===== src/rtl/regfile_pkg.sv =====
`default_nettype none
// ============================================================================
// Module      : regfile_pkg
// Description : Shared defaults and types for the scoreboarded register file.
// Revision    : 1.0 - initial release
// ============================================================================
package regfile_pkg;

  localparam int DEFAULT_WIDTH = 32;
  localparam int DEFAULT_NREGS = 32;
  localparam int DEFAULT_AW    = $clog2(DEFAULT_NREGS);

  typedef logic [DEFAULT_AW-1:0]    reg_addr_t;
  typedef logic [DEFAULT_WIDTH-1:0] reg_data_t;

endpackage
`default_nettype wire


===== src/rtl/regfile_scoreboard.sv =====
`default_nettype none
// ============================================================================
// Module      : regfile_scoreboard
// Description : Pending-bit vector with set/clear, a running popcount and
//               the per-read-port busy lookup.
// Revision    : 1.0 - initial release
// ============================================================================
module regfile_scoreboard
  import regfile_pkg::*;
#(
  parameter int NREGS = DEFAULT_NREGS,
  parameter int AW    = $clog2(NREGS),
  parameter int CW    = $clog2(NREGS + 1)
) (
  input  logic          clk,
  input  logic          rst,
  input  logic          i_clr_en,
  input  logic [AW-1:0] i_clr_a,
  input  logic          i_set_en,
  input  logic [AW-1:0] i_set_a,
  input  logic [AW-1:0] i_ra1,
  input  logic [AW-1:0] i_ra2,
  input  logic          i_fwd1,
  input  logic          i_fwd2,
  output logic          o_busy1,
  output logic          o_busy2,
  output logic [CW-1:0] o_pend_cnt
);

  logic [NREGS-1:0] r_pending;
  logic [NREGS-1:0] w_pending_nxt;
  logic [CW-1:0]    r_cnt;
  logic             w_set;
  logic             w_clr;
  logic             w_inc;
  logic             w_dec;

  // Register 0 can never be reserved or released, so its bit stays 0.
  assign w_set = i_set_en && (i_set_a != '0);
  assign w_clr = i_clr_en && (i_clr_a != '0);

  // Clear first, then set: a same-edge reservation is a newer producer and wins.
  always_comb begin
    w_pending_nxt = r_pending;
    if (w_clr) w_pending_nxt[i_clr_a] = 1'b0;
    if (w_set) w_pending_nxt[i_set_a] = 1'b1;
  end

  // Counter deltas: only genuine 0->1 and 1->0 transitions move the count.
  assign w_inc = w_set && !r_pending[i_set_a];
  assign w_dec = w_clr && r_pending[i_clr_a] && !(w_set && (i_set_a == i_clr_a));

  // Pending vector and incrementally maintained popcount.
  always_ff @(posedge clk) begin
    if (rst) begin
      r_pending <= '0;
      r_cnt     <= '0;
    end else begin
      r_pending <= w_pending_nxt;
      r_cnt     <= r_cnt + CW'(w_inc) - CW'(w_dec);
    end
  end

  // A forwarded same-cycle write satisfies the reader, hiding the pending bit.
  assign o_busy1    = r_pending[i_ra1] & ~i_fwd1;
  assign o_busy2    = r_pending[i_ra2] & ~i_fwd2;
  assign o_pend_cnt = r_cnt;

endmodule
`default_nettype wire


===== src/rtl/regfile_sb.sv =====
`default_nettype none
// ============================================================================
// Module      : regfile_sb
// Description : Two-read / one-write register file with optional write-through
//               bypass and a pending-bit scoreboard for issue stalling.
// Revision    : 1.0 - initial release
// ============================================================================
module regfile_sb
  import regfile_pkg::*;
#(
  parameter int WIDTH  = DEFAULT_WIDTH,
  parameter int NREGS  = DEFAULT_NREGS,
  parameter int AW     = $clog2(NREGS),
  parameter int BYPASS = 1
) (
  input  logic                         clk,
  input  logic                         reset,
  input  logic                         we3,
  input  logic [AW-1:0]                wa3,
  input  logic [WIDTH-1:0]             wd3,
  input  logic [AW-1:0]                ra1,
  input  logic [AW-1:0]                ra2,
  output logic [WIDTH-1:0]             rd1,
  output logic [WIDTH-1:0]             rd2,
  input  logic                         rsv_en,
  input  logic [AW-1:0]                rsv_a,
  output logic                         busy1,
  output logic                         busy2,
  output logic                         stall,
  output logic [$clog2(NREGS+1)-1:0]   pend_cnt
);

  localparam bit c_BYPASS = (BYPASS != 0);
  localparam int c_CW     = $clog2(NREGS + 1);

  logic [WIDTH-1:0] r_regs [NREGS];
  logic             w_wr;
  logic             w_hit1;
  logic             w_hit2;

  assign w_wr = we3 && (wa3 != '0);

  // Storage array; entry 0 is never written so it holds its reset value.
  always_ff @(posedge clk) begin
    if (reset) begin
      for (int i = 0; i < NREGS; i++) r_regs[i] <= '0;
    end else if (w_wr) begin
      r_regs[wa3] <= wd3;
    end
  end

  // Same-cycle forwarding hits; constant 0 when bypass is disabled.
  assign w_hit1 = c_BYPASS && w_wr && (wa3 == ra1);
  assign w_hit2 = c_BYPASS && w_wr && (wa3 == ra2);

  assign rd1 = (ra1 == '0) ? '0 : (w_hit1 ? wd3 : r_regs[ra1]);
  assign rd2 = (ra2 == '0) ? '0 : (w_hit2 ? wd3 : r_regs[ra2]);

  regfile_scoreboard #(
    .NREGS (NREGS),
    .AW    (AW),
    .CW    (c_CW)
  ) u_sb (
    .clk        (clk),
    .rst        (reset),
    .i_clr_en   (we3),
    .i_clr_a    (wa3),
    .i_set_en   (rsv_en),
    .i_set_a    (rsv_a),
    .i_ra1      (ra1),
    .i_ra2      (ra2),
    .i_fwd1     (w_hit1),
    .i_fwd2     (w_hit2),
    .o_busy1    (busy1),
    .o_busy2    (busy2),
    .o_pend_cnt (pend_cnt)
  );

  assign stall = busy1 | busy2;

endmodule
`default_nettype wire


===== config.mk =====
export PLATFORM = sky130hd
export DESIGN_NAME = regfile_sb
export DESIGN_NICKNAME = d
export VERILOG_FILES = /design/src/rtl/regfile_pkg.sv /design/src/rtl/regfile_scoreboard.sv /design/src/rtl/regfile_sb.sv
export SDC_FILE = /design/constraint.sdc
export NUM_CORES = 2
export LEC_CHECK = 0
export BUFFER_PORTS_ARGS = -buffer_cell sky130_fd_sc_hd__buf_4
export CAP_MARGIN = 20
export CORE_ASPECT_RATIO = 0.6
export CORE_UTILIZATION = 25
export DETAILED_ROUTE_END_ITERATION = 8
export GPL_ROUTABILITY_DRIVEN = 0
export PLACE_DENSITY = 0.5
export SYNTH_ARGS = -nofsm -noshare
export SYNTH_HDL_FRONTEND = slang
export SYNTH_HIERARCHICAL = 1
export SYNTH_SLANG_ARGS = --single-unit

===== constraint.sdc =====
create_clock -name clk -period 4.3 [get_ports clk]
set_input_delay 0.645 -clock clk [delete_from_list [all_inputs] [get_ports clk]]
set_output_delay 0.645 -clock clk [all_outputs]
set_load 0.005 [all_outputs]

==> run_results.csv <==
group,metric,value,unit
floorplan,core_area,0.230,mm2
routing,drt_wl_total,254000,um
power,power_frac_comb,14.9,%
power,p_int,18.2,mW
timing,slew_violations,0,
timing,finalSetupTns,0,ps
power,part_of_the_total_power_dissipated_in_sequential_elements,48.6,%
power,power.static_leakage,22.8,nW
worst_setup_path,critical_path_arrival,3390,ps
worst_setup_path,worst_setup_path_category,"input pin to primary output",
global_routing,antenna_found_initial,31,
timing,tightest_slew,1020,ps
worst_setup_path,slowest_stage,"a221oi_1",
synthesis,ff_latch_count_synth,1062,
synthesis,async_flop_share,0,%
worst_setup_path,timing.critical_path.cells,"buf_8, buf_12, buf_4, mux2i_1, a221oi_1, o21ai_0, a211oi_1, a221o_1, buf_4",
power,ir_worst_vdd,0.000330,V
timing,maxClockFrequency,248,MHz
final_layout,most-common-layout-cells,"edfxtp_1 (1024), and2_1 (995), mux4_2 (422), buf_4 (300), mux2i_1 (232)",
floorplan,dieHeight,375,um
floorplan,initial_core_util,25.2,%
synthesis,synth_sequential_area_ratio,54.5,%
final_layout,synthToLayoutAreaGrowth,16.0,%
power,switching_fraction_of_total_power,27.7,%
final_layout,filler_cell_count,22900,
global_routing,number_of_global_route_vias_before_repair,38500,
synthesis,synth.cell_area,0.0578,mm2
floorplan,chipWidth,623,um
final_layout,finalNetCount,4228,
synthesis,synthCells,4085,
timing,hold_viol_final,0,
power,power_frac_clock,36.5,%
power,switching_power,6.97,mW
synthesis,ys.warnings.count,6,
final_layout,layout_commonest_cell,"edfxtp_1",
timing,worst_slew_margin_rel,31.8,%
worst_setup_path,crit_fanout,14,
flow_run,drv.max_cap_violation_count,0,
hold_path,holdPathStages,4,
worst_setup_path,critical_path.startpoint_type,"input pin",
global_routing,overflow,0,
placed_design,hpwlAfterDp,157000,um
worst_setup_path,timing.critical_path.mode_cell,"buf_4",
routing,drt_pre_antenna_iters,5,
floorplan,die-area,0.233,mm2
final_layout,multi_input_combinational_cell_area,0.0248,mm2
clock_tree,cts.path.max_buffers,3,
synthesis,synth.area.top_cells,"edfxtp_1 (53%), mux4_2 (16%), and2_1 (11%)",
final_layout,seq_area,0.0315,mm2
synthesis,synthDistinctLibCells,66,
power,power.density_cell_area,375,mW/mm2
global_routing,first_pass_grt_wire_length,343000,um
routing,avgViaCountPerCell,5.55,
synthesis,synth_top_area_cell,"edfxtp_1",
synthesis,post_synth_edffs,1024,
worst_setup_path,critical_path_required,3650,ps
routing,via_count,40500,
timing,min_period_over_period,93.8,%
synthesis,synth_top_area_share,53.2,%
placed_design,place.port_buffers,128,
worst_setup_path,reg2reg_depth,12,
floorplan,io_pins,129,
final_layout,final_core_utilization,29.2,%
hold_path,min-delay-path-class,"input pin to flop",
final_layout,instances_no_fill,7289,
timing,final_period_minus_worst_setup_slack,4030,ps
routing,drt-initial-drc-count,6521,
timing,setup_viol_count_final,0,
worst_setup_path,timing.critical_path.slowest_cell_delay,720,ps
timing,finalClockSkew,10.6,ps
worst_setup_path,timing.critical_path.to_type,"primary output",
clock_tree,clock_tree.htree_level_count,3,
placed_design,place_worst_setup_slack,325,ps
synthesis,syn_avg_cell_area,14.2,um2
synthesis,postSynth.topFlopCell,"edfxtp_1",
clock_tree,clock_latency,740,ps
final_layout,drive_above_1_share,25.6,%
global_routing,global_route.usage.total,21.2,%
clock_tree,path_clk_slew,60,ps
power,power.total,25.1,mW
timing,rsz0062_at_grt,"false",
clock_tree,cts-root-buf,"clkbuf_16",
global_routing,grt_max_degree,104,
clock_tree,cts_tree,"done",
clock_tree,cts_inserted_buffers,105,
placed_design,place_inst,7092,
routing,wire_per_inst,34.8,um
clock_tree,tritoncts_num_sinks,1062,
routing,postRouteAntennaNets,0,
timing,final_critical_path_setup_slack,266,ps
floorplan,rows,136,
routing,drt_drc_violations_left,0,
status,status,"complete, no violations",
clock_tree,buffer_count_from_post_cts_setup_fixing,0,
==> final cells by class <==
cell class | count | area share (%)
Sequential cell | 1062 | 47.0
Multi-Input combinational cell | 2604 | 37.0
Tap cell | 3036 | 5.66
Timing Repair Buffer | 377 | 5.59
Clock buffer | 126 | 4.07
Clock inverter | 64 | 0.655
Inverter | 15 | 0.0839
Antenna cell | 5 | 0.0187
==> critical path: cells and delay by family <==
family                 cells  cell delay [ps]
AO/OA/AOI/OAI              4             1750
buffers and inverters      4              840
multiplexers               1              100
==> worst paths after layout <==
| path | start | endpoint | slack (ps) |
|---|---|---|---|
| worst max-delay path | ra1[0] | rd1[27] | 270 |
| worst min-delay path | rsv_a[2] | u_sb/r_pending[18]$_SDFF_PP0_ | 350 |
| worst max register to register | u_sb/r_pending[19]$_SDFF_PP0_ | u_sb/o_pend_cnt[4]$_SDFF_PP0_ | 1160 |
| worst min register to register | u_sb/r_pending[9]$_SDFF_PP0_ | u_sb/r_pending[9]$_SDFF_PP0_ | 530 |
==> power groups by stage <==
| stage | Sequential, mW | Clock [mW] | Combinational (mW) |
|---|---|---|---|
| finish | 12.2 | 9.16 | 3.75 |
| global route | 12.3 | 9.58 | 3.88 |
| CTS | 12.2 | 9.21 | 3.71 |
| detailed placement | 12.4 | 0 | 3.69 |
| global placement | 12.4 | 0 | 3.70 |
| floorplan | 12.3 | 0 | 2.01 |
==> layer usage <==
metal,up-vias,wire length [um],GRT usage [%]
li1,15900,-,-
met1,21400,111000,31.7
met2,2866,103000,29.4
met3,320,32500,6.49
met4,0,6370,5.07
met5,-,0,0
==> sequential cells by signal, indices dropped and copies added (netlist names) <==
name and count:
u_sb/o_pend_cnt 6, r_regs 1024, u_sb/r_pending 32
==> logic make-up (layout without fill, tap and decap cells) <==
| group | count (synthesis) | count (layout) | synth area share (%) |
|---|---|---|---|
| AND/OR/NAND/NOR | 1358 | 1358 | 13.9 |
| adder cells (fa/ha/maj) | 7 | 7 | 0.164 |
| flip-flops | 1062 | 1062 | 54.5 |
| buffers and inverters | 450 | 582 | 3.41 |
| multiplexers | 715 | 715 | 21.7 |
| other | 1 | 37 | 0.00648 |
| AO/OA/AOI/OAI | 473 | 473 | 6.04 |
| XOR/XNOR | 19 | 19 | 0.288 |
==> cell usage after synthesis, types with 13 or more instances <==
cell         n
nor3_1      39
nand3b_1    13
xnor2_1     16
a32o_1      34
o221ai_1    63
or2_2       34
mux2_2      59
mux4_2     422
clkbuf_1   315
nand3_1     16
mux2i_1    232
a221oi_1    22
a211oi_1    16
and2_1     996
buf_4       30
o21ai_0     51
buf_2       74
a21oi_1     87
edfxtp_1  1024
nor2_1      96
nand2_1     85
a22oi_1     54
a221o_1     55
nor4_1      16
dfxtp_1     38
o22ai_1     58
nor2b_1     24
==> repair_timing <==
action                                  4_1_cts  5_1_grt
resized for setup                             0        1
endpoints found under the setup margin        0        1
hold buffers                                  0        0
==> through the flow <==
| step | area, um2 | hold slack, ps |
|---|---|---|
| 2_1_floorplan | 58000 | 475 |
| 3_3_place_gp | 63900 | 507 |
| 3_5_place_dp | 63900 | 518 |
| 4_1_cts | 67000 | 310 |
| 5_1_grt | 67100 | 353 |
| 6_report | 67100 | 346 |
No activity file was read; power rests on OpenSTA's default activity.
